[src/rtl/fb_fill_arbiter.sv]
// fb_fill_arbiter
//   Shares the single framebuffer write port of vga_controller_mod between
//   NUM_REQ requesters. Each requester asks for a solid-colour rectangle
//   fill in physical pixel coordinates; a round-robin arbiter grants one
//   request at a time and a raster sequencer emits one pixel write per clock.
//
// Ports
//   iCLK, iRST_n   clock, asynchronous active-low reset
//   ireq           per-requester fill request (level)
//   itlx/itly      packed top-left corner, requester i at slice i
//   ibrx/ibry      packed bottom-right corner (inclusive)
//   icolor         packed fill colour
//   oack           one-cycle pulse when the request has been latched
//   odone          one-cycle pulse after the last pixel has been written
//   obusy          high whenever the sequencer is not idle
//   owren/oaddr/odata  framebuffer write port (addr = y*H_PIXELS + x)
//
// Build option
//   FB_FILL_CLIP_EN  when defined, the bottom-right corner is clamped to
//                    (H_PHY_MAX, V_PHY_MAX) at load time and an empty
//                    rectangle skips straight to DONE with zero writes.

module fb_fill_arbiter #(
  parameter int NUM_REQ        = 2,
  parameter int H_PHY_WIDTH    = 10,
  parameter int V_PHY_WIDTH    = 9,
  parameter int H_PIXELS       = 640,
  parameter int H_PHY_MAX      = 639,
  parameter int V_PHY_MAX      = 479,
  parameter int VGA_ADDR_WIDTH = 19,
  parameter int COLOR_ID_WIDTH = 8
) (
  input  logic                                iCLK,
  input  logic                                iRST_n,
  input  logic [NUM_REQ-1:0]                  ireq,
  input  logic [NUM_REQ*H_PHY_WIDTH-1:0]      itlx,
  input  logic [NUM_REQ*V_PHY_WIDTH-1:0]      itly,
  input  logic [NUM_REQ*H_PHY_WIDTH-1:0]      ibrx,
  input  logic [NUM_REQ*V_PHY_WIDTH-1:0]      ibry,
  input  logic [NUM_REQ*COLOR_ID_WIDTH-1:0]   icolor,
  output logic [NUM_REQ-1:0]                  oack,
  output logic [NUM_REQ-1:0]                  odone,
  output logic                                obusy,
  output logic                                owren,
  output logic [VGA_ADDR_WIDTH-1:0]           oaddr,
  output logic [COLOR_ID_WIDTH-1:0]           odata
);

  localparam int GW = (NUM_REQ > 1) ? $clog2(NUM_REQ) : 1;
  localparam int AW = VGA_ADDR_WIDTH;
  localparam logic [31:0] HP_BITS = 32'(H_PIXELS);

  typedef enum logic [1:0] {
    IDLE = 2'd0,
    LOAD = 2'd1,
    FILL = 2'd2,
    DONE = 2'd3
  } state_t;

  state_t                     state_q, state_d;
  logic [GW-1:0]              g_q, g_d;
  logic [GW-1:0]              last_q, last_d;
  logic [H_PHY_WIDTH-1:0]     tlx_q, tlx_d;
  logic [H_PHY_WIDTH-1:0]     brx_q, brx_d;
  logic [V_PHY_WIDTH-1:0]     bry_q, bry_d;
  logic [COLOR_ID_WIDTH-1:0]  color_q, color_d;
  logic [H_PHY_WIDTH-1:0]     x_q, x_d;
  logic [V_PHY_WIDTH-1:0]     y_q, y_d;
  logic [AW-1:0]              rowbase_q, rowbase_d;

  logic [NUM_REQ-1:0]         oack_q, oack_d;
  logic [NUM_REQ-1:0]         odone_q, odone_d;
  logic                       obusy_q, obusy_d;
  logic                       owren_q, owren_d;
  logic [AW-1:0]              oaddr_q, oaddr_d;
  logic [COLOR_ID_WIDTH-1:0]  odata_q, odata_d;

  // Fields of the granted requester, valid while in LOAD.
  logic [H_PHY_WIDTH-1:0]     sel_tlx, sel_brx;
  logic [V_PHY_WIDTH-1:0]     sel_tly, sel_bry;
  logic [COLOR_ID_WIDTH-1:0]  sel_color;
  logic [H_PHY_WIDTH-1:0]     ld_brx;
  logic [V_PHY_WIDTH-1:0]     ld_bry;
  logic                       ld_empty;

  logic                       arb_hit;
  logic [GW-1:0]              arb_idx;

  // y*H_PIXELS built from the set bits of the constant stride, so it
  // reduces to a handful of shifted adds rather than a multiplier.
  function automatic logic [AW-1:0] row_of(input logic [V_PHY_WIDTH-1:0] y);
    logic [AW-1:0] acc;
    acc = '0;
    for (int unsigned b = 0; b < 32; b++) begin
      if (HP_BITS[b]) acc = acc + (AW'(y) << b);
    end
    return acc;
  endfunction

  function automatic logic [NUM_REQ-1:0] onehot(input logic [GW-1:0] g);
    logic [NUM_REQ-1:0] oh;
    for (int unsigned i = 0; i < NUM_REQ; i++) begin
      oh[i] = (g == GW'(i));
    end
    return oh;
  endfunction

  // Round-robin: search starts just after the last grant and wraps.
  always_comb begin
    arb_hit = 1'b0;
    arb_idx = last_q;
    for (int unsigned k = 1; k <= NUM_REQ; k++) begin
      int unsigned idx;
      idx = int'(last_q) + k;
      if (idx >= NUM_REQ) idx = idx - NUM_REQ;
      if (!arb_hit && ireq[idx]) begin
        arb_hit = 1'b1;
        arb_idx = GW'(idx);
      end
    end
  end

  always_comb begin
    sel_tlx   = '0;
    sel_tly   = '0;
    sel_brx   = '0;
    sel_bry   = '0;
    sel_color = '0;
    for (int unsigned i = 0; i < NUM_REQ; i++) begin
      if (g_q == GW'(i)) begin
        sel_tlx   = itlx[i*H_PHY_WIDTH +: H_PHY_WIDTH];
        sel_tly   = itly[i*V_PHY_WIDTH +: V_PHY_WIDTH];
        sel_brx   = ibrx[i*H_PHY_WIDTH +: H_PHY_WIDTH];
        sel_bry   = ibry[i*V_PHY_WIDTH +: V_PHY_WIDTH];
        sel_color = icolor[i*COLOR_ID_WIDTH +: COLOR_ID_WIDTH];
      end
    end
  end

`ifdef FB_FILL_CLIP_EN
  always_comb begin
    ld_brx   = (sel_brx > H_PHY_WIDTH'(H_PHY_MAX)) ? H_PHY_WIDTH'(H_PHY_MAX) : sel_brx;
    ld_bry   = (sel_bry > V_PHY_WIDTH'(V_PHY_MAX)) ? V_PHY_WIDTH'(V_PHY_MAX) : sel_bry;
    ld_empty = (sel_tlx > ld_brx) || (sel_tly > ld_bry);
  end
`else
  always_comb begin
    ld_brx   = sel_brx;
    ld_bry   = sel_bry;
    ld_empty = 1'b0;
  end
`endif

  always_comb begin
    state_d   = state_q;
    g_d       = g_q;
    last_d    = last_q;
    tlx_d     = tlx_q;
    brx_d     = brx_q;
    bry_d     = bry_q;
    color_d   = color_q;
    x_d       = x_q;
    y_d       = y_q;
    rowbase_d = rowbase_q;

    unique case (state_q)
      IDLE: begin
        if (arb_hit) begin
          g_d     = arb_idx;
          state_d = LOAD;
        end
      end
      LOAD: begin
        tlx_d     = sel_tlx;
        brx_d     = ld_brx;
        bry_d     = ld_bry;
        color_d   = sel_color;
        x_d       = sel_tlx;
        y_d       = sel_tly;
        rowbase_d = row_of(sel_tly);
        last_d    = g_q;
        state_d   = ld_empty ? DONE : FILL;
      end
      FILL: begin
        if (x_q == brx_q) begin
          if (y_q == bry_q) begin
            state_d = DONE;
          end else begin
            x_d       = tlx_q;
            y_d       = y_q + V_PHY_WIDTH'(1);
            rowbase_d = rowbase_q + AW'(H_PIXELS);
          end
        end else begin
          x_d = x_q + H_PHY_WIDTH'(1);
        end
      end
      DONE: begin
        state_d = IDLE;
      end
      default: state_d = IDLE;
    endcase
  end

  // Outputs are registered from the next-state view, so the write port
  // shows the pixel held in x/y/rowbase during every FILL cycle.
  always_comb begin
    owren_d = (state_d == FILL);
    oaddr_d = owren_d ? (rowbase_d + AW'(x_d)) : '0;
    odata_d = owren_d ? color_d : '0;
    oack_d  = (state_d == LOAD) ? onehot(g_d) : '0;
    odone_d = (state_d == DONE) ? onehot(g_q) : '0;
    obusy_d = (state_d != IDLE);
  end

  always_ff @(posedge iCLK or negedge iRST_n) begin
    if (!iRST_n) begin
      state_q   <= IDLE;
      g_q       <= '0;
      last_q    <= GW'(NUM_REQ - 1);
      tlx_q     <= '0;
      brx_q     <= '0;
      bry_q     <= '0;
      color_q   <= '0;
      x_q       <= '0;
      y_q       <= '0;
      rowbase_q <= '0;
      oack_q    <= '0;
      odone_q   <= '0;
      obusy_q   <= 1'b0;
      owren_q   <= 1'b0;
      oaddr_q   <= '0;
      odata_q   <= '0;
    end else begin
      state_q   <= state_d;
      g_q       <= g_d;
      last_q    <= last_d;
      tlx_q     <= tlx_d;
      brx_q     <= brx_d;
      bry_q     <= bry_d;
      color_q   <= color_d;
      x_q       <= x_d;
      y_q       <= y_d;
      rowbase_q <= rowbase_d;
      oack_q    <= oack_d;
      odone_q   <= odone_d;
      obusy_q   <= obusy_d;
      owren_q   <= owren_d;
      oaddr_q   <= oaddr_d;
      odata_q   <= odata_d;
    end
  end

  assign oack  = oack_q;
  assign odone = odone_q;
  assign obusy = obusy_q;
  assign owren = owren_q;
  assign oaddr = oaddr_q;
  assign odata = odata_q;

endmodule

[config.mk]
export PLATFORM = sky130hd
export DESIGN_NAME = fb_fill_arbiter
export DESIGN_NICKNAME = d
export VERILOG_FILES = /design/src/rtl/fb_fill_arbiter.sv
export SDC_FILE = /design/constraint.sdc
export NUM_CORES = 1
export LEC_CHECK = 0
export CAP_MARGIN = 30
export CORE_MARGIN = 8
export CORE_UTILIZATION = 53
export DETAILED_ROUTE_END_ITERATION = 12
export PLACE_DENSITY = 0.83
export SLEW_MARGIN = 10
export SYNTH_ARGS = -nofsm -noshare
export SYNTH_HDL_FRONTEND = slang
export SYNTH_SLANG_ARGS = --single-unit
export TNS_END_PERCENT = 10
[constraint.sdc]
create_clock -name iCLK -period 4.3 [get_ports iCLK]
set_input_delay 0.86 -clock iCLK [delete_from_list [all_inputs] [get_ports iCLK]]
set_output_delay 0.86 -clock iCLK [all_outputs]
set_load 0.05 [all_outputs]
==> impl_metrics.py <==
metrics = {
    "run_status": {
        "status": "finished clean",
    },
    "worst_setup_path": {
        "crit_chain": "xor2_1, nor4_4, nand4_4, nor2_4, a311oi_1, or4b_1, a31oi_2, ha_1, nand4_1, nor3b_1, a311oi_4, nor4_1, xnor2_1, nor2_1",
        "reg2reg_depth": 14,
        "max_stage_delay_ns": 0.54,
        "crit_required_ns": 4.54,
        "end_kind": "flop",
        "crit_slowest_cell": "or4b_1",
        "arrival_ns": 4.33,
        "r2r-end": "oaddr[16]",
        "r2r_setup_slack_ns": 0.21,
        "timing.rr.start": "x_q[6]",
        "critical_path_peak_fanout": 9,
        "critPathLaunchType": "flop",
        "critical_path_class": "reg2reg",
    },
    "synth": {
        "synth_cell_types": 72,
        "synth.net_count": 822,
        "netlist_instances": 700,
        "yosysTopAreaCell": "dfrtp_1",
        "synth_area_leaders": "dfrtp_1, mux2i_1, a21oi_1",
        "ys_async_sr_fraction_pct": 100,
        "yosysTopAreaCellShare_pct": 42.0,
        "yosysWarnings": 0,
        "synth_common_cells": "dfrtp_1, nor2_1, a21oi_1",
        "ys_ff_latch": 112,
        "seq_area_frac_synth_pct": 42.4,
        "syn_avg_cell_area_um2": 9.45,
        "synth_ff_type": "dfrtp_1",
        "yosysMostFrequentCell": "dfrtp_1",
        "synth.cell_area_um2": 6620,
        "synth-edff-count": 0,
    },
    "clocking": {
        "clockRootBuffer": "clkbuf_16",
        "hold_buffers": 0,
        "clkTransAtPathRegs_ns": 0.07,
        "clk_path_buf_depth": 2,
        "clkLatencyLatePin_ns": 0.35,
        "numCtsBuffers": 9,
        "cts_sinks": 112,
        "post-cts-setup-buffers": 0,
        "htreeDepth": 3,
        "cts_tree": "done",
    },
    "grt": {
        "antenna_found_initial": 0,
        "grtUsageTotal_pct": 22.4,
        "grt_overflow": 0,
        "grt_pass1_vias": 5930,
        "grt_pass1_wl_um": 29600,
        "grt_start_max_net_pins": 70,
    },
    "cells_and_area": {
        "nets": 945,
        "fillCellCount": 985,
        "multi_input_area_um2": 3580,
        "drive_gt1_share_pct": 10.1,
        "design_area_um2": 8460,
        "utilization_pct": 68.1,
        "seq_area_um2": 2810,
        "layout.cells.non_filler": 1000,
        "area_growth_pct": 27.8,
        "antennaDiodeCount": 0,
    },
    "place": {
        "numPortBuffers": 128,
        "dpl.hpwl_um": 13900,
        "placed_cell_area_um2": 8120,
        "place_congestion": 0.883,
        "dp.cells": 983,
    },
    "detailed_routing": {
        "via_per_inst": 5.84,
        "vias": 5844,
        "final_antenna_net_count": 0,
        "first_pass_iters": 5,
        "drtIter0Drc": 557,
        "remaining_drc_errors": 0,
        "wl_per_cell_um": 18.3,
        "wl_um": 18300,
    },
    "power": {
        "p_sw_mw": 3.26,
        "p_clk_share_pct": 12.2,
        "power_density_nw_per_um2": 804,
        "ir_worst_vdd_mv": 0.284,
        "sequentialPowerShare_pct": 28.0,
        "p_leak_nw": 3.70,
        "p_comb_share_pct": 59.8,
        "sw_frac_of_total_pct": 48.0,
        "internal-power_mw": 3.53,
    },
    "sta": {
        "skew_ns": 0.00911,
        "hold_viol_final": 0,
        "slew_headroom_pct": 54.6,
        "setup_tns_ns": 0,
        "max_freq_ghz": 0.245,
        "min_period_over_period_pct": 95.0,
        "timing.hold.ws_ns": 0.308,
        "tightest_slew_ns": 0.681,
        "post-route-min-period_ns": 4.09,
        "rsz0062_at_grt": "no",
        "slew_violations": 0,
        "setup_violations": 0,
    },
    "floorplanning": {
        "dieHeight_um": 128,
        "num_io_pins": 129,
        "start_util_pct": 53.3,
        "num_rows": 41,
        "die_w_um": 128,
        "fp.coreArea_um2": 12400,
        "dieArea_um2": 16300,
    },
    "min_path": {
        "min_path_type": "in2async",
    },
    "job": {
        "drv_cap": 0,
    },
}
## layer usage
layer | vias to the layer above | GRT usage [%] | wire (um)
met5 | - | 0 | 0
met4 | 0 | 7.90 | 465
met3 | 39 | 4.37 | 1370
met2 | 266 | 36.7 | 8850
met1 | 2789 | 29.0 | 7590
li1 | 2750 | - | -
## worst max path at each step
stage                 start        end  slack, ns  depth (start not counted)
floorplan               g_q  oaddr[18]       0.37                         15
global placement    itly[0]  oaddr[18]       0.29                         13
detailed placement  itly[9]  oaddr[18]       0.16                         13
CTS                  x_q[3]  oaddr[14]       0.17                         15
global route         y_q[8]  oaddr[15]      0.005                         16
finish               x_q[6]  oaddr[16]       0.21                         14
## sequential cells by signal (all words and copies together) (netlist names), 8 cells and up
name	flops
y_q	9
x_q	10
rowbase_q	19
bry_q	9
brx_q	10
color_q	8
tlx_q	10
oaddr	19
odata	8
## power groups by stage
stage	clock network, mW	logic (mW)	registers [mW]
2_1_floorplan	0	2.55	2.14
5_1_grt	0.879	4.42	1.95
3_3_place_gp	0	3.83	1.89
4_1_cts	0.829	4.01	1.89
6_report	0.830	4.06	1.90
3_5_place_dp	0	3.97	1.91
## through the flow
stage,worst slack (ns),power [mW]
3_5_place_dp,0.165,5.88
3_3_place_gp,0.289,5.72
5_1_grt,0.00482,7.25
6_report,0.213,6.80
4_1_cts,0.173,6.73
2_1_floorplan,0.369,4.68
## final cells by class
cell class | instances | share of cell area, %
clock inverter | 4 | 0.325
inverter | 21 | 0.932
timing repair buffer | 153 | 17.6
sequential | 112 | 33.2
tap | 172 | 2.54
clock buffer | 12 | 3.15
multi-input combinational | 526 | 42.3
## logic make-up (layout without fill, tap and decap cells)
kind of cell / after synthesis / count (layout) / synth area share (%)
multiplexers: 56 / 56 / 8.83
XOR/XNOR: 37 / 37 / 5.01
AND/OR/NAND/NOR: 232 / 232 / 17.8
buffers and inverters: 62 / 190 / 3.88
adder cells (fa/ha/maj): 26 / 26 / 5.14
flip-flops: 112 / 112 / 42.4
AO/OA/AOI/OAI: 175 / 175 / 17.0
## critical path, delay by kind of cell, from the launching register on
kind,cells,cell delay [ns]
and+or+nand+nor,8,2.37
AOI/OAI and AO/OA,3,0.49
DFF,1,0.48
xor gates and xnor gates,2,0.38
adders and majority gates,1,0.25
## cells in the final DEF, fill, tap and decap left out, types with 4 or more instances in the layout
master	n
nor2_1	72
nor3b_1	4
a21oi_1	70
nand4_1	8
xnor2_1	19
and2_1	10
a21o_1	10
nor3_1	12
nor4_1	4
o211ai_1	4
clkbuf_16	9
a31oi_1	10
nand2_1	52
a221o_1	4
clkdlybuf4s50_1	127
o22ai_1	12
dfrtp_1	110
ha_1	23
o21ai_0	28
mux2_2	14
nand2b_1	5
buf_4	25
mux2i_1	40
nand3_1	23
inv_1	21
and3_1	17
nor2b_1	6
xor2_1	17
## what timing repair did
action,4_1_cts,5_1_grt
endpoints found under the hold margin,0,0
setup endpoints to repair,0,8
gates resized for setup,0,4
No activity file was read; power rests on OpenSTA's default activity.
==> variant 1 (same flow settings) <==
Take the reset off `x_q`, `y_q`, `oaddr_q` and `odata_q` and load them in a clocked block of their own.
--- a/src/rtl/fb_fill_arbiter.sv
+++ b/src/rtl/fb_fill_arbiter.sv
@@ -221,15 +221,11 @@
       brx_q     <= '0;
       bry_q     <= '0;
       color_q   <= '0;
-      x_q       <= '0;
-      y_q       <= '0;
       rowbase_q <= '0;
       oack_q    <= '0;
       odone_q   <= '0;
       obusy_q   <= 1'b0;
       owren_q   <= 1'b0;
-      oaddr_q   <= '0;
-      odata_q   <= '0;
     end else begin
       state_q   <= state_d;
       g_q       <= g_d;
@@ -238,16 +234,19 @@
       brx_q     <= brx_d;
       bry_q     <= bry_d;
       color_q   <= color_d;
-      x_q       <= x_d;
-      y_q       <= y_d;
       rowbase_q <= rowbase_d;
       oack_q    <= oack_d;
       odone_q   <= odone_d;
       obusy_q   <= obusy_d;
       owren_q   <= owren_d;
-      oaddr_q   <= oaddr_d;
-      odata_q   <= odata_d;
-    end
+    end
+  end
+
+  always_ff @(posedge iCLK) begin
+    x_q     <= x_d;
+    y_q     <= y_d;
+    oaddr_q <= oaddr_d;
+    odata_q <= odata_d;
   end
 
   assign oack  = oack_q;
Function: differs if iRST_n is asserted again (counterexample within 4 cycles, from zero or initial values and one cycle with iRST_n low); with iRST_n held inactive, the same outputs for 4 cycles.
==> variant 1 against the original RTL <==
- routed wire length is 5.5% lower
- sequential cell count stayed put
- design area is 3.9% lower
- setup slack worse by 0.076 ns
- first-iteration DRC count is 31% lower
- utilization is 2.8 points higher
- area after synthesis is 5.2% lower
- critical endpoint is now oaddr[18]$_SDFF_PN0_
- synthesized cell count is 5.1% lower
- global-route usage is 0.72 points lower
- total power is 1.2% lower
- count of clock-buffer cells in the layout stayed put
==> variant 1: results (changes against the original RTL) <==
cell area after placement = 7730 µm² (-4.8%)
Total GRT Usage = 21.69% (-0.72 points)
peak supply drop = 515.2 µV (+81%)
FILL cells = 868 (-12%)
placed cells = 919 (-6.5%)
Finished Layout Cells = 942 (-5.8%)
synth top area cells = dfrtp_1, dfxtp_1, mux2i_1, ha_1, a21oi_1
critical path peak fanout = 10 (+1)
WL met3 = 900 µm (-34%)
met1 GRT Util = 25.04% (-3.9 points)
Max stage delay on crit path = 0.48 ns (-0.06 ns)
post-synthesis compound-gate area fraction = 16.76% (-0.26 points)
reg2reg end = oaddr[18]$_SDFF_PN0_
xor and xnor area share after synthesis = 5.167% (+0.16 points)
Static Leakage = 0.003435 µW (-7.2%)
Max Used Layer = met4
reg-to-reg startpoint = y_q[0]$_DFFE_PP_
Detailed Route Iter0 Violations = 387 (-31%)
Post-Synth Adder-Cell Area = 5.426% (+0.28 points)
Mean Syn Cell Area = 9.446 µm² (about the same)
DP HPWL = 12940 µm (-6.7%)
Post-synth top cells = nor2_1, dfrtp_1, a21oi_1
status = completed
EDFF count, synth = 9 (+9)
final RePlAce weighted congestion = 0.8631 (-2.3%)
register area share after synthesis = 42.47% (+0.099 points)
M1 WL = 7103 µm (-6.4%)
Mapped Nets = 786 (-4.4%)
R2R cell count = 19 (+5)
vias in the first global route = 5719 (-3.6%)
first-pass GRT wire length = 28010 µm (-5.4%)
CP top delay family = compound AO/OA/AOI/OAI gates
met2 Use GR = 38.38% (+1.7 points)
Critical-path top delay cell = edfxtp_1
number of library cell types mapped by synthesis = 68 (-5.6%)
largest net degree at the start of global routing = 36 (-49%)
mux cell area share after synthesis = 8.677% (-0.15 points)
[variant 1: cell count changes after synthesis, sizes merged, moves of 5 or more]
cell	change
edfxtp	+9
and3	-5
dfrtp	-46
mux2i	-7
a21oi	-16
dfxtp	+37
nand2	-20
inv	+8
nor2b	+5
buf	-5
o22ai	-12
[variant 1: cell type report]
cell class / instances / area (µm²) / share of cell area [%]
flip-flops and latches: 112 / 2665 / 32.78
repair buffers: 154 / 1473 / 18.11
multi-input cells: 488 / 3412 / 41.97
clock inverters: 4 / 35.03 / 0.4309
inverters: 29 / 108.9 / 1.339
well taps: 143 / 178.9 / 2.201
clock buffers: 12 / 257.7 / 3.170
[variant 1: cells by family (layout without fill, tap and decap cells)]
kind of cell	count (synthesis)	after routing
AOI/OAI and AO/OA	158	158
xor gates and xnor gates	37	37
adders and majority gates	26	26
buffers and inverters	64	199
DFF	112	112
muxes	52	52
and+or+nand+nor	215	215
[variant 1: timing repair]
action / CTS / global route
buffers inserted: 0 / 6
resized for setup: 0 / 12
endpoints found under the setup margin: 0 / 7
[variant 1: worst register-to-register path, stage by stage (launching register included)]
cell      delay [ns]
edfxtp_1        0.48
xnor2_2         0.18
nand4_1         0.16
nor4_4          0.28
buf_6           0.20
mux2i_1         0.09
nand2_1         0.09
nand3_1         0.10
a31oi_2         0.28
ha_1            0.20
inv_1           0.06
fa_1            0.39
nor2b_1         0.16
o21ai_0         0.14
a21oi_1         0.23
o21a_2          0.20
o211a_1         0.20
o211ai_2        0.15
nor4_2          0.28
mux2i_1         0.23
[variant 1: power by group]
part / leakage (µW) / internal [µW] / switching [µW]
clock network: 0.000144 / 436 / 400
registers: 0.00119 / 1570 / 353
logic: 0.00210 / 1560 / 2400
==> variant 2 (same settings) <==
Without the edit above. Change the parameter `VGA_ADDR_WIDTH` from 19 to 17.
--- a/src/rtl/fb_fill_arbiter.sv
+++ b/src/rtl/fb_fill_arbiter.sv
@@ -27,7 +27,7 @@
   parameter int H_PIXELS       = 640,
   parameter int H_PHY_MAX      = 639,
   parameter int V_PHY_MAX      = 479,
-  parameter int VGA_ADDR_WIDTH = 19,
+  parameter int VGA_ADDR_WIDTH = 17,
   parameter int COLOR_ID_WIDTH = 8
 ) (
   input  logic                                iCLK,
Ports: changed (resized oaddr); port bits go from 129 to 127. No check against the original RTL was run, so the function may have changed too.
==> variant 2 against the original RTL <==
- die area fell by 5.6%
- total power fell by 4.7%
- worst hold slack improved by 0.026 ns
- routed wire length fell by 2.1%
- design area fell by 3.9%
- combinational power fell by 5.2%
- area after synthesis fell by 6.4%
- setup slack got worse by 0.058 ns
- sequential cell count fell by 4
- count of clock-buffer cells in the layout fell by 3
- clock power barely moved
- first-iteration DRC count fell by 32%
- largest power group unchanged
==> variant 2: results (changes against the original RTL) <==
Setup Buffers After CTS = 3 (+3)
WL met3 = 1307 µm (-4.8%)
Critical-path top delay cell = a2111o_1
synth top area cells = dfrtp_1, mux2i_1, ha_1, a21oi_1, nor2_1
Mean Syn Cell Area = 9.519 µm² (+0.70%)
nets = 913 (-3.4%)
Post-Synth Adder-Cell Area = 5.492% (+0.35 points)
post-synthesis compound-gate area fraction = 15.89% (-1.1 points)
largest net degree at the start of global routing = 75 (+7.1%)
mux cell area share after synthesis = 8.762% (-0.067 points)
dpl ws = -0.03499 ns (-0.1996 ns)
peak supply drop = 431.4 µV (+52%)
vias in the first global route = 5757 (-2.9%)
Post-synth top cells = dfrtp_1, nor2_1, a21oi_1
met2 routed WL = 8865 µm (+0.20%)
R2R cell count = 19 (+5)
M1 WL = 7156 µm (-5.7%)
Max stage delay on crit path = 0.43 ns (-0.11 ns)
# port buffers = 126 (-1.6%)
critical path peak fanout = 4 (-5)
number of library cell types mapped by synthesis = 65 (-9.7%)
CP startpoint = y_q[5]$_DFFE_PN0P_
share of layout cells above drive strength 1 = 12.08% (+1.9 points)
placed cells = 919 (-6.5%)
slew margin rel. = 60.47% (+5.9 points)
Detailed Route Iter0 Violations = 377 (-32%)
Worst-Skew Late Latency = 0.35 ns (about the same)
fraction of registers with async set/reset = 100.0% (unchanged)
worst path arrival time = 4.41 ns (+0.08 ns)
antenna violations before repair = 0 (unchanged)
crit share post-route = 96.39% (+1.3 points)
reg-to-reg startpoint = y_q[5]$_DFFE_PN0P_
first-pass GRT wire length = 28680 µm (-3.1%)
r2r setup slk = 0.16 ns (-0.06 ns)
Worst Hold Slack = 0.3337 ns (+0.02556 ns)
xor and xnor area share after synthesis = 4.785% (-0.23 points)
cell area after placement = 7746 µm² (-4.6%)
register area share after synthesis = 43.63% (+1.3 points)
met3 Use GR = 7.026% (+2.7 points)
Mapped Nets = 773 (-6.0%)
status = completed
met2 Use GR = 40.45% (+3.8 points)
drt total wl = 17880 µm (-2.1%)
## variant 2: changes by cell type after synthesis, moves of 5 or more
cell,delta
o22ai_1,-5
nand3_1,-11
mux2i_1,-6
and2_1,+10
a31oi_1,+6
a21o_1,-6
a21oi_1,-14
xor2_1,+9
xnor2_1,-13
## variant 2: power breakdown
| group | switching (µW) | internal [µW] | leakage (µW) |
|---|---|---|---|
| registers | 335 | 1470 | 0.00132 |
| logic | 2340 | 1500 | 0.00213 |
| clock network | 381 | 451 | 0.000147 |
## variant 2: layout make-up
class                      instances  area [µm²]
sequential                       108        2705
fill                             890        3291
clock inverter                     6       65.06
clock buffer                       9       225.2
timing repair buffer             165        1572
tap                              143       178.9
multi-input combinational        483        3292
inverter                          24       90.09
## variant 2: kinds of logic after synthesis
| group | after synthesis |
|---|---|
| xor+xnor | 33 |
| mux | 52 |
| simple gates | 217 |
| fa+ha+maj | 26 |
| buf+inv | 60 |
| flops | 108 |
| compound gates | 155 |
